==> src/rtl/mem_access_ctrl_pkg.sv <==
// Shared definitions for the MEM-stage access controller: FSM encoding,
// datapath width and EX/MEM memory-control bit positions.
package mem_access_ctrl_pkg;

    localparam int WORD_W = 32;

    localparam logic [1:0] ST_IDLE = 2'd0;
    localparam logic [1:0] ST_BUSY = 2'd1;
    localparam logic [1:0] ST_DONE = 2'd2;

    // Layout of the EX/MEM memory-control field as {write, read}
    localparam int MEMCTL_W     = 2;
    localparam int MEMCTL_READ  = 0;
    localparam int MEMCTL_WRITE = 1;

    function automatic logic is_word_aligned(input logic [1:0] byte_off);
        return byte_off == 2'b00;
    endfunction

endpackage

==> src/rtl/mem_access_ctrl_wait_cnt.sv <==
// Wait-cycle counter for an outstanding memory access; flags the cycle on
// which the access has waited TIMEOUT cycles and must be abandoned.
module mem_access_ctrl_wait_cnt #(
    parameter int TIMEOUT = 255,
    parameter int CNT_W   = 8
) (
    input  logic clk_i,
    input  logic rst_i,
    input  logic clr_i,
    input  logic en_i,
    output logic term_o
);

    localparam logic [CNT_W-1:0] TERM_VAL = CNT_W'(TIMEOUT - 1);

    logic [CNT_W-1:0] cnt_q;
    logic [CNT_W-1:0] cnt_d;

    always_comb begin
        cnt_d = cnt_q;
        if (clr_i) begin
            cnt_d = '0;
        end else if (en_i) begin
            cnt_d = cnt_q + CNT_W'(1);
        end
    end

    always_ff @(posedge clk_i or posedge rst_i) begin
        if (rst_i) begin
            cnt_q <= '0;
        end else begin
            cnt_q <= cnt_d;
        end
    end

    assign term_o = (cnt_q == TERM_VAL);

endmodule

==> src/rtl/mem_access_ctrl.sv <==
// MEM-stage load/store controller: runs one access at a time over a req/ack
// handshake, stalls the pipeline meanwhile and flags misalignment/timeouts.
module mem_access_ctrl
    import mem_access_ctrl_pkg::*;
#(
    parameter int TIMEOUT = 255,
    parameter int CNT_W   = 8
) (
    input  logic              clk_i,
    input  logic              rst_i,
    input  logic              memread_i,
    input  logic              memwrite_i,
    input  logic [WORD_W-1:0] addr_i,
    input  logic [WORD_W-1:0] wdata_i,
    output logic              mem_req_o,
    output logic              mem_we_o,
    output logic [WORD_W-1:0] mem_addr_o,
    output logic [WORD_W-1:0] mem_wdata_o,
    input  logic              mem_ack_i,
    input  logic [WORD_W-1:0] mem_rdata_i,
    output logic [WORD_W-1:0] rdata_o,
    output logic              stall_o,
    output logic              misalign_o,
    output logic              timeout_o
);

    logic [1:0]          state_q,    state_d;
    logic                req_q,      req_d;
    logic                we_q,       we_d;
    logic [WORD_W-1:0]   addr_q,     addr_d;
    logic [WORD_W-1:0]   wdata_q,    wdata_d;
    logic [WORD_W-1:0]   rdata_q,    rdata_d;
    logic                misalign_q, misalign_d;
    logic                timeout_q,  timeout_d;

    logic [MEMCTL_W-1:0] memctl;
    logic                access;
    logic                aligned;
    logic                cnt_clr;
    logic                cnt_en;
    logic                cnt_term;

    assign memctl  = {memwrite_i, memread_i};
    assign access  = memctl[MEMCTL_READ] | memctl[MEMCTL_WRITE];
    assign aligned = is_word_aligned(addr_i[1:0]);

    mem_access_ctrl_wait_cnt #(
        .TIMEOUT (TIMEOUT),
        .CNT_W   (CNT_W)
    ) u_wait_cnt (
        .clk_i   (clk_i),
        .rst_i   (rst_i),
        .clr_i   (cnt_clr),
        .en_i    (cnt_en),
        .term_o  (cnt_term)
    );

    always_comb begin
        state_d    = state_q;
        req_d      = req_q;
        we_d       = we_q;
        addr_d     = addr_q;
        wdata_d    = wdata_q;
        rdata_d    = rdata_q;
        misalign_d = 1'b0;
        timeout_d  = 1'b0;
        cnt_clr    = 1'b0;
        cnt_en     = 1'b0;

        case (state_q)
            ST_IDLE: begin
                if (access) begin
                    if (aligned) begin
                        // A simultaneous read+write request resolves to a write
                        addr_d  = addr_i;
                        wdata_d = wdata_i;
                        we_d    = memctl[MEMCTL_WRITE];
                        req_d   = 1'b1;
                        cnt_clr = 1'b1;
                        state_d = ST_BUSY;
                    end else begin
                        misalign_d = 1'b1;
                    end
                end
            end

            ST_BUSY: begin
                // An ack arriving on the threshold cycle still completes the access
                if (mem_ack_i) begin
                    req_d   = 1'b0;
                    state_d = ST_DONE;
                    if (!we_q) begin
                        rdata_d = mem_rdata_i;
                    end
                end else if (cnt_term) begin
                    req_d     = 1'b0;
                    timeout_d = 1'b1;
                    state_d   = ST_DONE;
                end else begin
                    cnt_en = 1'b1;
                end
            end

            ST_DONE: begin
                state_d = ST_IDLE;
            end

            default: begin
                req_d   = 1'b0;
                state_d = ST_IDLE;
            end
        endcase
    end

    always_ff @(posedge clk_i or posedge rst_i) begin
        if (rst_i) begin
            state_q    <= ST_IDLE;
            req_q      <= 1'b0;
            we_q       <= 1'b0;
            addr_q     <= '0;
            wdata_q    <= '0;
            rdata_q    <= '0;
            misalign_q <= 1'b0;
            timeout_q  <= 1'b0;
        end else begin
            state_q    <= state_d;
            req_q      <= req_d;
            we_q       <= we_d;
            addr_q     <= addr_d;
            wdata_q    <= wdata_d;
            rdata_q    <= rdata_d;
            misalign_q <= misalign_d;
            timeout_q  <= timeout_d;
        end
    end

    // Stall is raised in the request cycle itself so EX/MEM never advances past it
    assign stall_o = !rst_i &&
                     ((state_q == ST_BUSY) ||
                      ((state_q == ST_IDLE) && access && aligned));

    assign mem_req_o   = req_q;
    assign mem_we_o    = we_q;
    assign mem_addr_o  = addr_q;
    assign mem_wdata_o = wdata_q;
    assign rdata_o     = rdata_q;
    assign misalign_o  = misalign_q;
    assign timeout_o   = timeout_q;

endmodule

==> config.mk <==
export PLATFORM = sky130hd
export DESIGN_NAME = mem_access_ctrl
export DESIGN_NICKNAME = d
export VERILOG_FILES = /design/src/rtl/mem_access_ctrl_pkg.sv /design/src/rtl/mem_access_ctrl_wait_cnt.sv /design/src/rtl/mem_access_ctrl.sv
export SDC_FILE = /design/constraint.sdc
export NUM_CORES = 1
export LEC_CHECK = 0
export BUFFER_PORTS_ARGS = -buffer_cell sky130_fd_sc_hd__buf_2
export CORE_MARGIN = 10
export CORE_UTILIZATION = 46
export CTS_BUF_LIST = sky130_fd_sc_hd__clkbuf_4
export DETAILED_ROUTE_END_ITERATION = 8
export MAX_ROUTING_LAYER = met4
export PLACE_DENSITY = 0.82
export SYNTH_ARGS = -nofsm -noshare
export SYNTH_HDL_FRONTEND = slang
export SYNTH_HIERARCHICAL = 1
export SYNTH_SLANG_ARGS = --single-unit
==> constraint.sdc <==
create_clock -name clk_i -period 6.3 [get_ports clk_i]
set_clock_uncertainty 0.05 [all_clocks]
set_input_delay 0.63 -clock clk_i [delete_from_list [all_inputs] [get_ports clk_i]]
set_output_delay 0.63 -clock clk_i [all_outputs]
set_load 0.02 [all_outputs]
==> flow_metrics.tcl, run 1 <==
set metrics [dict create \
    outcome "completed" \
    syn_area_per_cell_um2 15.8 \
    ys_ff_latch 110 \
    fill_cells 740 \
    port_buffers 201 \
    yosysMostFrequentCell "dfrtp_1" \
    drt_iter0_drc 113 \
    postLayoutCellArea_um2 5470 \
    required_ns 5.62 \
    slew_headroom 0.366 \
    grt_antenna_before_repair 0 \
    rsz0062_at_grt "no" \
    cts_made_buffers 9 \
    ctsHoldBuffers 0 \
    cts_setup_buffers 0 \
    max_cap_violations 0 \
    end_kind "output pin" \
    syn_to_final_growth_pct 28.6 \
    p_leak_nw 2.76 \
    via_count 2915 \
    route.detailed.drc 0 \
    yosys_warnings 6 \
    yosys.cell_types.count 27 \
    cp-start-kind "flip-flop" \
    place.gp.congestion 0.742 \
    synth_flop_cell "dfrtp_1" \
    tightestPinTransition_ns 0.946 \
    synth-edff-count 0 \
    synth_top_area_share 0.647 \
    core_um2 9110 \
    wl_um 10700 \
    clk_path_buf_depth 2 \
    drt-vias-per-instance 4.96 \
    syn_area_um2 4250 \
    dieHeight_um 116 \
    clock-sinks 110 \
    yosys-top-cells-count "dfrtp_1, mux2_2, nor2_1" \
    worstSetupPathType "reg2out" \
    dieWidth_um 116 \
    diodes 0 \
    synth_cells 269 \
    antenna_left 0 \
    synthTopCellsByArea "dfrtp_1, mux2_2, mux2_4" \
    async_flop_share 1.00 \
    postPlaceCellArea_um2 5340 \
    dieArea_um2 13500 \
    final_hold_viol_count 0 \
    hp-class "in2async" \
    min_period_ns 2.66 \
    rows 35 \
    overflow 0 \
    cts_tree "yes" \
    ys_seq_area_frac 0.647 \
    cts_resized 0 \
    slew_viol_final 0 \
    path_max_fanout 29 \
    yosysTopAreaCell "dfrtp_1" \
    critPathArrivalTime_ns 1.98 \
    grt_use_total 0.158 \
    cts_max_level 3 \
    setup_viol 0 \
    drt-wirelength-per-cell_um 18.2 \
    grt_start_max_net_pins 56 \
    slowest_stage "dfrtp_1" \
    p_per_area_nw_per_um2 412 \
    slowest_delay_ns 0.46 \
    reg2reg_slack_ns 3.81 \
    dp_hpwl_um 8450 \
    grt_pass1_wl_um 16600 \
    cts.root.buffer_cell "clkbuf_4" \
    grt_pass1_vias 3368 \
    initial_core_util 0.467 \
    io_pins 202 \
    clk_pin_slew_ns 0.18 \
    firstDrtPassIters 7 \
    fin_crit_sh 0.422 \
    tns_ns 0 \
    vdd.ir_drop.worst_v 0.000186 \
    nNetsFinal 575 \
    worstSkewPairLatency_ns 0.45 \
    crit_chain "nor2_1 > o211ai_4 > a21oi_1 > buf_2" \
    syn_nets 372 \
    max_freq_mhz 376 \
    layout-drive-gt1-share 0.671 \
]
[power by group]
group	switching, W	internal [W]
Clock	0.000239	0.0000930
Sequential	0.000121	0.000933
Combinational	0.000505	0.000360
Total	0.000866	0.00139
[final timing paths]
check,from,to,cells past startpoint
min in group clk_i,wdata_i[10],mem_wdata_o[10],2
max,state_q[0],stall_o,4
max in group asynchronous,rst_i,mem_wdata_o[2],3
max reg2reg,u_wait_cnt/cnt_q[0],u_wait_cnt/cnt_q[7],8
min,rst_i,u_wait_cnt/cnt_q[0],2
min reg2reg,mem_addr_o[1],mem_addr_o[1],1
[area by class of cell]
class / instances / area (um^2) / area share
timing repair buffer: 204 / 1030 / 0.188
multi-input combinational: 142 / 1400 / 0.256
clock inverter: 6 / 52.6 / 0.00961
clock buffer: 10 / 75.1 / 0.0137
sequential: 110 / 2750 / 0.503
tap: 111 / 139 / 0.0254
inverter: 5 / 21.3 / 0.00389
[metal layers]
metal | wire, um | track usage
met3 | 825 | 0.0442
met5 | 0 | -
met1 | 4200 | 0.171
met4 | 133 | 0.0459
met2 | 5540 | 0.279
[state kept, by name, summed over array words and instances, names as in the netlist]
signal / flops
mem_addr_o: 32
mem_wdata_o: 32
rdata_o: 32
u_wait_cnt/cnt_q: 8
state_q: 2
mem_req_o: 1
mem_we_o: 1
misalign_o: 1
timeout_o: 1
[layout by cell type, fill, tap and decap left out, types with 2 or more instances in the layout]
cell	Yosys	final
buf_2	6	201
dfrtp_1	110	110
mux2_2	91	91
nor2_1	11	11
clkbuf_4	0	10
mux2_4	4	4
a21oi_1	4	4
inv_1	5	4
o31ai_1	3	3
o21ai_0	3	3
nand2_1	3	3
buf_4	0	3
nand3_1	3	3
xor2_1	3	3
and2_1	2	2
inv_8	0	2
nand4_1	2	2
or3_1	2	2
ha_1	2	2
[cells by family (layout without fill, tap and decap cells)]
logic type	after synthesis	after routing	synth area share
AO/OA/AOI/OAI	12	12	0.0182
flip-flops	110	110	0.647
XOR/XNOR	4	4	0.00824
adder cells (fa/ha/maj)	2	2	0.00588
multiplexers	95	95	0.255
buffers and inverters	17	225	0.0256
AND/OR/NAND/NOR	29	29	0.0400
[worst max-delay path: cells and delay by family (launching register included)]
kind,cells,cell delay (ns)
AOI/OAI and AO/OA,2,0.62
DFF,1,0.46
and+or+nand+nor,1,0.24
buffers and inverters,1,0.19
[through the flow]
step	std cells	setup WS (ns)	hold WS [ns]	utilization	power [W]
after detailed placement	572	3.58	0.420	0.587	0.00195
after global routing	588	3.48	0.0872	0.601	0.00239
after CTS	588	3.62	0.0744	0.601	0.00229
after global placement	572	3.64	0.415	0.587	0.00192
final	588	3.64	0.0811	0.601	0.00225
after floorplan	269	2.94	0.396	-	0.00160
Power figures use the tool's default switching activity.
==> inputs of run 2 (changes only) <==
Clock period 6.3 ns to 2.6 ns, I/O delays scaled along.
==> run 2 against run 1 <==
Effect of this change: non-clock buffer count increased by 98; sequential power is 140% higher; die area is the same; critical path depth unchanged; register-to-register slack got worse by 3.3 ns; first-iteration DRC count is 21% higher; final area is 19% higher; final cell count increased by 18%; critical path type unchanged; critical endpoint unchanged.
==> flow_metrics.tcl, run 2 (synthesis gave the netlist of run 1 again) <==
set metrics [dict create \
    outcome "completed" \
    final_hold_viol_count 0 \
    dieHeight_um 116 \
    postLayoutCellArea_um2 6490 \
    cts_made_buffers 9 \
    dieWidth_um 116 \
    clk_pin_slew_ns 0.16 \
    grt_use_total 0.199 \
    tightestPinTransition_ns 0.871 \
    p_leak_nw 3.18 \
    rsz0062_at_grt "no" \
    intPower_w 0.00346 \
    rr_startpoint "u_wait_cnt/cnt_q[0]" \
    seqPwrFrac 0.456 \
    max_freq_mhz 450 \
    reg2reg_to "u_wait_cnt/cnt_q[7]" \
    place.gp.congestion 0.732 \
    p_switching_w 0.00217 \
    cts_resized 0 \
    grt_pass1_wl_um 20400 \
    whs_endpoint "mem_we_o" \
    hp-class "in2reg" \
    drt-vias-per-instance 4.87 \
    route.detailed.drc 0 \
    cts_max_level 3 \
    required_ns 2.29 \
    layout_common_cells "buf_2, dfrtp_1, dlygate4sd3_1" \
    reg2reg_slack_ns 0.50 \
    cts.root.buffer_cell "clkbuf_4" \
    antenna_left 0 \
    slowest_stage "dfrtp_1" \
    setup_viol 0 \
    switching_share 0.386 \
    layout-drive-gt1-share 0.560 \
    dieArea_um2 13500 \
    grt_pass1_vias 3847 \
    nNetsFinal 673 \
    max_cap_violations 0 \
    hp-start "memwrite_i" \
    core_um2 9110 \
    syn_to_final_growth_pct 52.6 \
    p_per_area_nw_per_um2 868 \
    via_count 3373 \
    slew_headroom 0.417 \
    dp_hpwl_um 8430 \
    holdPathStages 2 \
    p_clk_frac 0.142 \
    critPathBufInv 1 \
    min_period_ns 2.22 \
    critPathArrivalTime_ns 1.91 \
    path_depth 4 \
    rows 35 \
    io_pins 202 \
    path_max_fanout 26 \
    cts_tree "yes" \
    port_buffers 201 \
    drt-wirelength-per-cell_um 18.9 \
    slew_viol_final 0 \
    combPwrFrac 0.402 \
    crit_chain "nor2_1 > o211ai_4 > a21oi_1 > buf_2" \
    mostFrequentLayoutCell "buf_2" \
    slowest_delay_ns 0.45 \
    grt_start_max_net_pins 59 \
    tns_ns 0 \
    cp-start-kind "flip-flop" \
    worstSkewPairLatency_ns 0.43 \
    fin_crit_sh 0.854 \
    postPlaceCellArea_um2 5380 \
    grt_antenna_before_repair 1 \
    fill_cells 617 \
    initial_core_util 0.467 \
    worstSetupPathType "reg2out" \
    clock-sinks 110 \
    rr_worst_depth 9 \
    clk_path_buf_depth 2 \
    drt_iter0_drc 137 \
    path_delay_family "compound AO/OA/AOI/OAI gates" \
    overflow 0 \
    vdd.ir_drop.worst_v 0.000380 \
    wl_um 13100 \
    end_kind "output pin" \
    firstDrtPassIters 5 \
]
[run 2: power by group through the flow]
stage	clock [W]	sequential [W]	combinational [W]
finish	0.000800	0.00257	0.00226
CTS	0.000832	0.00255	0.00226
floorplan	0	0.00326	0.000623
global placement	0	0.00255	0.00210
detailed placement	0	0.00259	0.00215
global route	0.000900	0.00264	0.00241
[run 2: layer usage]
metal  track usage  vias to the layer above  part of all wire
met2         0.355                      128              0.55
met4        0.0867                        0             0.027
met3        0.0544                       25             0.068
met1         0.201                     1670              0.35
met5             -                        -                 0
li1              -                     1550                 -
[run 2: through the flow]
step                      setup slack, ns  cells  hold WS (ns)  total power, W   util
after global routing                0.229    687        0.0263         0.00595  0.711
after global placement              0.617    574         0.204         0.00465  0.591
final                               0.379    692        0.0664         0.00563  0.713
after CTS                           0.320    686        0.0343         0.00564  0.711
after floorplan                     0.734    269        0.0257         0.00388      -
after detailed placement            0.540    574         0.215         0.00473  0.591
[run 2: area by class of cell]
type	instances	area, um^2	area share
flip-flops and latches	110	2750	0.424
repair buffers	302	2030	0.313
multi-input cells	142	1400	0.216
well taps	111	139	0.0214
clock buffers	10	75.1	0.0116
clock inverters	6	55.1	0.00848
inverters	5	22.5	0.00347
diodes	6	15.0	0.00231
[run 2: worst max-delay path by stage]
stage,end,start,slack [ns]
final,stall_o,state_q[0],0.38
after global routing,stall_o,state_q[0],0.23
after CTS,stall_o,state_q[0],0.32
after detailed placement,u_wait_cnt/cnt_q[7],u_wait_cnt/cnt_q[0],0.54
after global placement,u_wait_cnt/cnt_q[7],u_wait_cnt/cnt_q[0],0.62
after floorplan,u_wait_cnt/cnt_q[7],u_wait_cnt/cnt_q[0],0.73
[run 2: what timing repair did]
item,in CTS,in global routing
hold buffers,96,0
hold endpoints to repair,120,0
setup buffers,0,0
